<file path="src/rtl/pipe_stage_buf.sv">
// pipe_stage_buf
// Elastic pipeline stage placed between two core pipeline stages. Words are
// accepted with an in_valid/in_ready handshake, held in a small circular
// buffer of DEPTH entries, and offered downstream with out_valid/out_ready.
// One transfer per cycle is sustained for every DEPTH. A flush empties the
// stage in a single cycle and drops the word offered that cycle.
//
// Parameters
//   DATA_W  payload width in bits (>= 1)
//   DEPTH   number of buffer entries (1..16, any value)
//   CNT_W   width of count, derived from DEPTH; leave at its default
//
// Ports
//   clk        rising-edge clock, the only clock
//   rst        synchronous, active-high reset; clears pointers and entries
//   flush      empty the stage and drop the current input word
//   in_valid   upstream presents a word
//   in_ready   stage accepts the presented word this cycle
//   in_data    upstream payload
//   out_valid  head entry is present
//   out_ready  downstream takes the head this cycle
//   out_data   head payload
//   count      number of buffered entries, 0..DEPTH

module pipe_stage_buf #(
  parameter int DATA_W = 64,
  parameter int DEPTH  = 1,
  parameter int CNT_W  = $clog2(DEPTH + 1)
) (
  input  logic              clk,
  input  logic              rst,
  input  logic              flush,
  input  logic              in_valid,
  output logic              in_ready,
  input  logic [DATA_W-1:0] in_data,
  output logic              out_valid,
  input  logic              out_ready,
  output logic [DATA_W-1:0] out_data,
  output logic [CNT_W-1:0]  count
);

  // A single-entry buffer still needs a one-bit pointer so the array index
  // has a legal width; that pointer simply never leaves zero.
  localparam int PTR_W = (DEPTH > 1) ? $clog2(DEPTH) : 1;

  logic [DATA_W-1:0] mem [DEPTH];
  logic [PTR_W-1:0]  rd_ptr;
  logic [PTR_W-1:0]  wr_ptr;
  logic              push;
  logic              pop;

  // Pointers wrap at DEPTH rather than at a power of two, so odd depths are
  // handled without leaving holes in the array.
  function automatic logic [PTR_W-1:0] next_ptr(input logic [PTR_W-1:0] p);
    if (p == PTR_W'(DEPTH - 1)) begin
      next_ptr = '0;
    end else begin
      next_ptr = p + PTR_W'(1);
    end
  endfunction

  // Output side is driven purely from stored state, so nothing on the input
  // side reaches out_valid/out_data in the same cycle.
  assign out_valid = (count != '0);
  assign out_data  = mem[rd_ptr];

  // A flush blocks the pop as well: whatever downstream signals that cycle,
  // the head is discarded, never delivered.
  assign push = in_valid & in_ready;
  assign pop  = out_valid & out_ready & ~flush;

  // With one entry the stage must accept a new word in the same cycle the
  // old one leaves, otherwise it would only reach half rate; that requires
  // looking at out_ready. Deeper stages reach full rate from their spare
  // entry and keep in_ready registered-only, which breaks the ready chain
  // across the pipeline.
  generate
    if (DEPTH == 1) begin : g_ready_single
      assign in_ready = ~rst & ~flush & ((count == '0) | out_ready);
    end else begin : g_ready_multi
      assign in_ready = ~rst & ~flush & (count < CNT_W'(DEPTH));
    end
  endgenerate

  // State update. Reset wins over flush; both empty the stage, but only
  // reset clears the stored words so out_data reads zero afterwards. Writes
  // happen only on an accepted push, and in_ready already guarantees a free
  // slot (or a slot being freed this cycle), so unread words are never
  // overwritten.
  always_ff @(posedge clk) begin
    if (rst) begin
      rd_ptr <= '0;
      wr_ptr <= '0;
      count  <= '0;
      for (int i = 0; i < DEPTH; i++) begin
        mem[i] <= '0;
      end
    end else if (flush) begin
      rd_ptr <= '0;
      wr_ptr <= '0;
      count  <= '0;
    end else begin
      if (push) begin
        mem[wr_ptr] <= in_data;
        wr_ptr      <= next_ptr(wr_ptr);
      end
      if (pop) begin
        rd_ptr <= next_ptr(rd_ptr);
      end
      if (push && !pop) begin
        count <= count + CNT_W'(1);
      end else if (!push && pop) begin
        count <= count - CNT_W'(1);
      end
    end
  end

endmodule

</file>
<file path="config.mk">
export PLATFORM = sky130hd
export DESIGN_NAME = pipe_stage_buf
export DESIGN_NICKNAME = d
export VERILOG_FILES = /design/src/rtl/pipe_stage_buf.sv
export SDC_FILE = /design/constraint.sdc
export NUM_CORES = 1
export LEC_CHECK = 0
export ABC_AREA = 0
export CAP_MARGIN = 10
export CORE_ASPECT_RATIO = 1.2
export CORE_MARGIN = 4
export CORE_UTILIZATION = 43
export CTS_BUF_LIST = sky130_fd_sc_hd__clkbuf_4 sky130_fd_sc_hd__clkbuf_8
export CTS_CLUSTER_SIZE = 16
export DETAILED_ROUTE_END_ITERATION = 16
export MAX_ROUTING_LAYER = met4
export PLACE_DENSITY = 0.92
export SETUP_SLACK_MARGIN = 0.4
export SLEW_MARGIN = 20
export SYNTH_ARGS = -nofsm -noshare
export SYNTH_HDL_FRONTEND = slang
export SYNTH_SLANG_ARGS = --single-unit
</file>
<file path="constraint.sdc">
create_clock -name clk -period 7.03 [get_ports clk]
set_input_delay 1.406 -clock clk [delete_from_list [all_inputs] [get_ports clk]]
set_output_delay 1.406 -clock clk [all_outputs]
set_load 0.01 [all_outputs]
</file>
* Yosys cells after proc, flatten, opt, wreduce, memory -nomap -nowiden
Memories as Yosys holds them, arrays and structs flattened.
Index checks and enable logic that the tools add are counted.
Widths: inputs -> output; s select.
** Word-level totals
- Bits in registers :: 1
- Bits in writable memories :: 64
- Bits of input ports :: 69
- Output and inout bits :: 67
- Memories kept :: 1
** Operators by class
- $add $sub $neg :: 2
- Mux-type cells :: 10
- Bitwise operators :: 9
- Reduce and logical (&&, ||, !) cells :: 7
** Memories
- mem :: words 1, width 64, rd ports 1, clocked after Yosys merged registers in 0, write ports 1, line 46 : logic [DATA_W-1:0] mem [DEPTH];
** Operators by type and width (count)
- $mux 64 :: 1
- $reduce_or 64->1 :: 1
- $mux 1 :: 9
- $and 1x1->1 :: 5
- $not 1->1 :: 3
- $logic_and 1x1->1 :: 2
- $logic_not 1->1 :: 2
- $reduce_bool 2->1 :: 1
- $reduce_or 2->1 :: 1
- $add 1x1->1 const B :: 1
- $or 1x1->1 :: 1
- $sub 1x1->1 const B :: 1

* Depth between registers and ports, before layout
- Depth after elaboration :: 10
- Mapped depth :: 4
- Depth with buffers taken out :: 2

* Worst setup path after synthesis
Ideal clock, no wire load.
- Path kind :: input-to-reg
- Start :: input flush
- End :: memory mem[0][0], enable pin
- Library setup time :: 0.499 ns
- Data arrival time :: 4.795 ns
- Data required time :: 6.531 ns
- Path slack :: 1.736 ns
- Stages on the path :: 4
- Path buffers :: 2
- Path through :: nand2b_4 -> buf_6 -> buf_6 -> o21bai_1
** Between the ends
- Word-level cells in the longest chain between the ends :: 10
** RTL lines
- from (decl) :: line 32 : input logic flush,
- $not 1->1 :: line 79 : assign in_ready = ~rst & ~flush & ((count == '0) | out_ready);
- $and 1x1->1 (2 in a row) :: line 79
- $and 1x1->1 :: line 69 : assign push = in_valid & in_ready;
- $mux 1 :: line 103 : if (push) begin
- $mux 1 (*) :: line 98 : end else if (flush) begin
- $mux 1 (*) :: line 91 : if (rst) begin
- $mux 1 (not written as such) (*) :: line 104 : mem[wr_ptr] <= in_data;
- $reduce_or 64->1 (no line)
- $mux 1 (no line) (*)
- to (decl) :: line 46
Mark *: on every way between the ends. The rest lies on a longest branch, timed or not.

* Final worst setup path
- Start :: input out_ready
- End :: output in_ready
** Between the ends
- Word-level cells in the longest chain between the ends :: 2
** RTL lines
- from (decl) :: line 37 : input logic out_ready,
- $or 1x1->1 :: line 79
- $and 1x1->1 :: line 79
- to (decl) :: line 34 : output logic in_ready,
Every way passes these cells.

==> out/summary.md <==
At the placement stage, the worst setup path has a slack of 2.72 ns. The die width works out to 84.8 um. Setup slack on the worst reg-to-reg path comes out at 4.48 ns.

In this run the worst hold path is classified as reg2reg. The number of cells on the critical path was 4. The share of the clock period used by the worst path was 57.8%. The worst setup path is of the in2out kind. After synthesis, the cell types taking the most area are sky130_fd_sc_hd__edfxtp_1 63%, sky130_fd_sc_hd__nor4b_2 24%, sky130_fd_sc_hd__nor4b_1 4.3%.

The number of top-level pins came out at 136. The average cell area after synthesis was 19.4 um2. For the pin with the worst max-slew slack, the measured transition is 1.00 ns. The worst-case clock skew is 0.00537 ns, and the total clock buffers created by CTS is 9. For this configuration, the core starts out at a cell density of 44.4%.

The number of hold violations in the final report was 0. Headroom to the max-slew limit came out at 33.3%. Summed over all layers, the routed wires come to 6.95 mm. Counting every net in the synthesized netlist gives 226. At the end of routability-driven placement, the weighted congestion stood at 0.694. The launch instance of the worst register-to-register path is count. The family of cells with the greatest summed delay on the critical path is buffers and inverters. Summing all multi-input logic gate instances after layout gives 930 um2.

The finished layout holds 376 standard cells, fillers aside. The post-synthesis cell type count was 14; the minimum clock period was 4.06 ns. In this run the worst setup path begins at out_ready. The wire-length estimate of the detail-placed layout is 4.77 mm. Setup total negative slack on the finished layout was measured at 0 ns. After detailed routing, the number of remaining DRC violations is 0. The run gives 1955 as the detailed-route via count. In the final routed layout, each cell accounts on average for 18.5 um. Global routing used 17.0% of the available tracks. The clock transition at the registers of the reported paths was 0.06 ns; the depth of the worst hold-timing path was 3. The storage element area is 1940 um2. The critical path contains buffers and inverters numbering 2 combined. The worst path meets setup with 2.97 ns of slack. The depth of the worst register-to-register path was 4. TritonCTS built the clock tree.

Counting flops and latches in the post-synthesis netlist gives 65. For this design, the CTS-stage hold fixing added 0 buffers. The filler cells instantiated in the layout total 518. STA puts the critical path data required time at 5.62 ns.

The share of the synthesized area in the top cell type is 63.2%. The worst hold path terminates at count. The highest clock frequency the design can meet came out at 246 MHz.

In this run the most critical hold path is launched from count. The sort of element at the end of the critical path was a primary output. For this run, the register share of the synthesized area comes to 63.8%. The count of final max-slew check failures was 0.

The tools report the maximum number of pins on one net before global-route repair as 67. The slowest stage of the critical path is the sky130_fd_sc_hd__clkdlybuf4s50_1 cell. The first-pass GRT wire length was 10.7 mm; the worst IR drop on VDD was 105 uV. Dividing the detail-routed via count by the number of cells gives 5.20. The tools report the final setup violation count as 0. The remaining number of nets flagged by the antenna check after routing came out at 0. The die covers 8490 um2. Worst reg2reg path endpoint: mem[0][26].

Once placement completed, the tool counted placed cells totaling 360. The total power per unit cell area is 197 nW/um2. Synthesis produced a netlist whose cell count is 157. The final core area utilization was 66.2%; the maximum net fanout on the critical path was 2. The total power was 0.000894 W; the clock latency on the worst-skew pair was 0.32 ns. The count of TritonRoute iterations in the first routing pass was 4; the placement row count was 33. Setup repair after global routing left no endpoint under its margin.

The most prevalent standard cell on the critical path was sky130_fd_sc_hd__clkdlybuf4s50_1. The tools report the clock tree root driver cell as sky130_fd_sc_hd__clkbuf_8. The count of inserted antenna diode cells is 0. The largest area contributor in the netlist is sky130_fd_sc_hd__edfxtp_1. The delay contributed by the slowest stage of the critical path is 0.57 ns. The y dimension of the die is 100 um, and the deepest clock path buffer count is 2. The tool flagged a number of max-cap violations equal to 0.

The total area inside the core boundary comes to 6850 um2. Post-CTS repair changed the size of 0 cells. At the worst endpoint, the arrival time is 2.66 ns.

The critical path launch point type was a primary input. Port buffering added 135 buffers. The net count of the finished layout is 353. The number of setup buffers added after CTS is 0, and the maximum level of the CTS H-tree is 3. The tools report the leftover overflow at the end of global routing as 0.

The number of clock sinks is 65, and the share of layout cells above drive strength 1 is 23.9%. Relative to the synthesized area, the layout overhead comes to 49.2%. The detailed router finished its first iteration with 125 violations. For this run, the number of Yosys warnings is 0.

For this design the static power due to leakage is 1.48 nW. For the number of antenna violations at the first check in global routing, the log shows 0. The signal on the critical path passes through clkdlybuf4s50_1 > nor2b_4 > nor3_1 > clkdlybuf4s50_1. The flow ran to the end, and the final reports show no timing, DRC or antenna violations.

The run gives 2015 as the number of global-route vias before repair. The mapped netlist covers 3040 um2.
kinds of logic (layout without fill, tap and decap cells):
family,Yosys count,count (layout),synth area share (%)
buffers and inverters,22,154,5.96
AO/OA/AOI/OAI,2,2,0.494
flip-flops,65,65,63.8
AND/OR/NAND/NOR,68,68,29.7
placed cells by master (no fill, tap or decap), types with 2 or more instances in the layout:
cell / synthesis / routed
sky130_fd_sc_hd__clkinv_1: 0 / 3
sky130_fd_sc_hd__clkbuf_8: 0 / 9
sky130_fd_sc_hd__clkdlybuf4s50_1: 0 / 134
sky130_fd_sc_hd__buf_4: 4 / 4
sky130_fd_sc_hd__edfxtp_1: 64 / 64
sky130_fd_sc_hd__clkbuf_4: 0 / 2
sky130_fd_sc_hd__nor4b_1: 15 / 15
sky130_fd_sc_hd__nor4b_2: 49 / 49
state kept, by name (all words and copies together) (netlist names):
register and flops:
count 1, mem 64
layer usage:
layer | vias up | track usage (%) | part of all wire [%]
met1 | 951 | 19.5 | 39
met4 | 0 | 4.75 | 0.35
met2 | 97 | 29.1 | 54
li1 | 903 | - | -
met3 | 4 | 5.09 | 6.9
met5 | - | - | 0
worst max path at each step:
| stage | to | slack [ns] |
|---|---|---|
| final | in_ready | 2.97 |
| after global routing | mem[0][18] | 2.90 |
| after CTS | in_ready | 2.96 |
| after detailed placement | mem[0][9] | 2.72 |
| after global placement | mem[0][17] | 2.82 |
| after floorplan | mem[0][0] | 1.74 |
area by class of cell:
type | instances | area share (%)
multi-input cells | 70 | 20.5
well taps | 87 | 2.40
clock buffers | 11 | 3.06
flip-flops and latches | 65 | 42.8
repair buffers | 138 | 30.2
clock inverters | 5 | 1.02
stage by stage:
step | hold WS, ns | instance area, um2
detailed placement | 1.18 | 4350
floorplan | 0.917 | 3040
global placement | 1.16 | 4350
finish | 1.19 | 4540
CTS | 1.21 | 4540
global route | 1.27 | 4540
cells in the mapped netlist (all sizes together):
cell type and count:
buf 22, dfxtp 1, edfxtp 64, nand2b 1
nor2 1, nor2b 1, nor3 1, nor4b 64
o21a 1, o21bai 1
where the power goes:
part / internal (W) / switching, W / total (W)
registers: 0.000450 / 0.00000698 / 0.000457
logic: 0.0000835 / 0.0000577 / 0.000141
clock network: 0.000168 / 0.000128 / 0.000296
worst min-delay path, cell delays in order (launching register included):
cell	delay [ns]
sky130_fd_sc_hd__dfxtp_1	0.33
sky130_fd_sc_hd__nor2b_4	0.13
sky130_fd_sc_hd__buf_4	0.39
sky130_fd_sc_hd__o21a_1	0.29
Note: power is estimated with default switching activity, not from simulation.
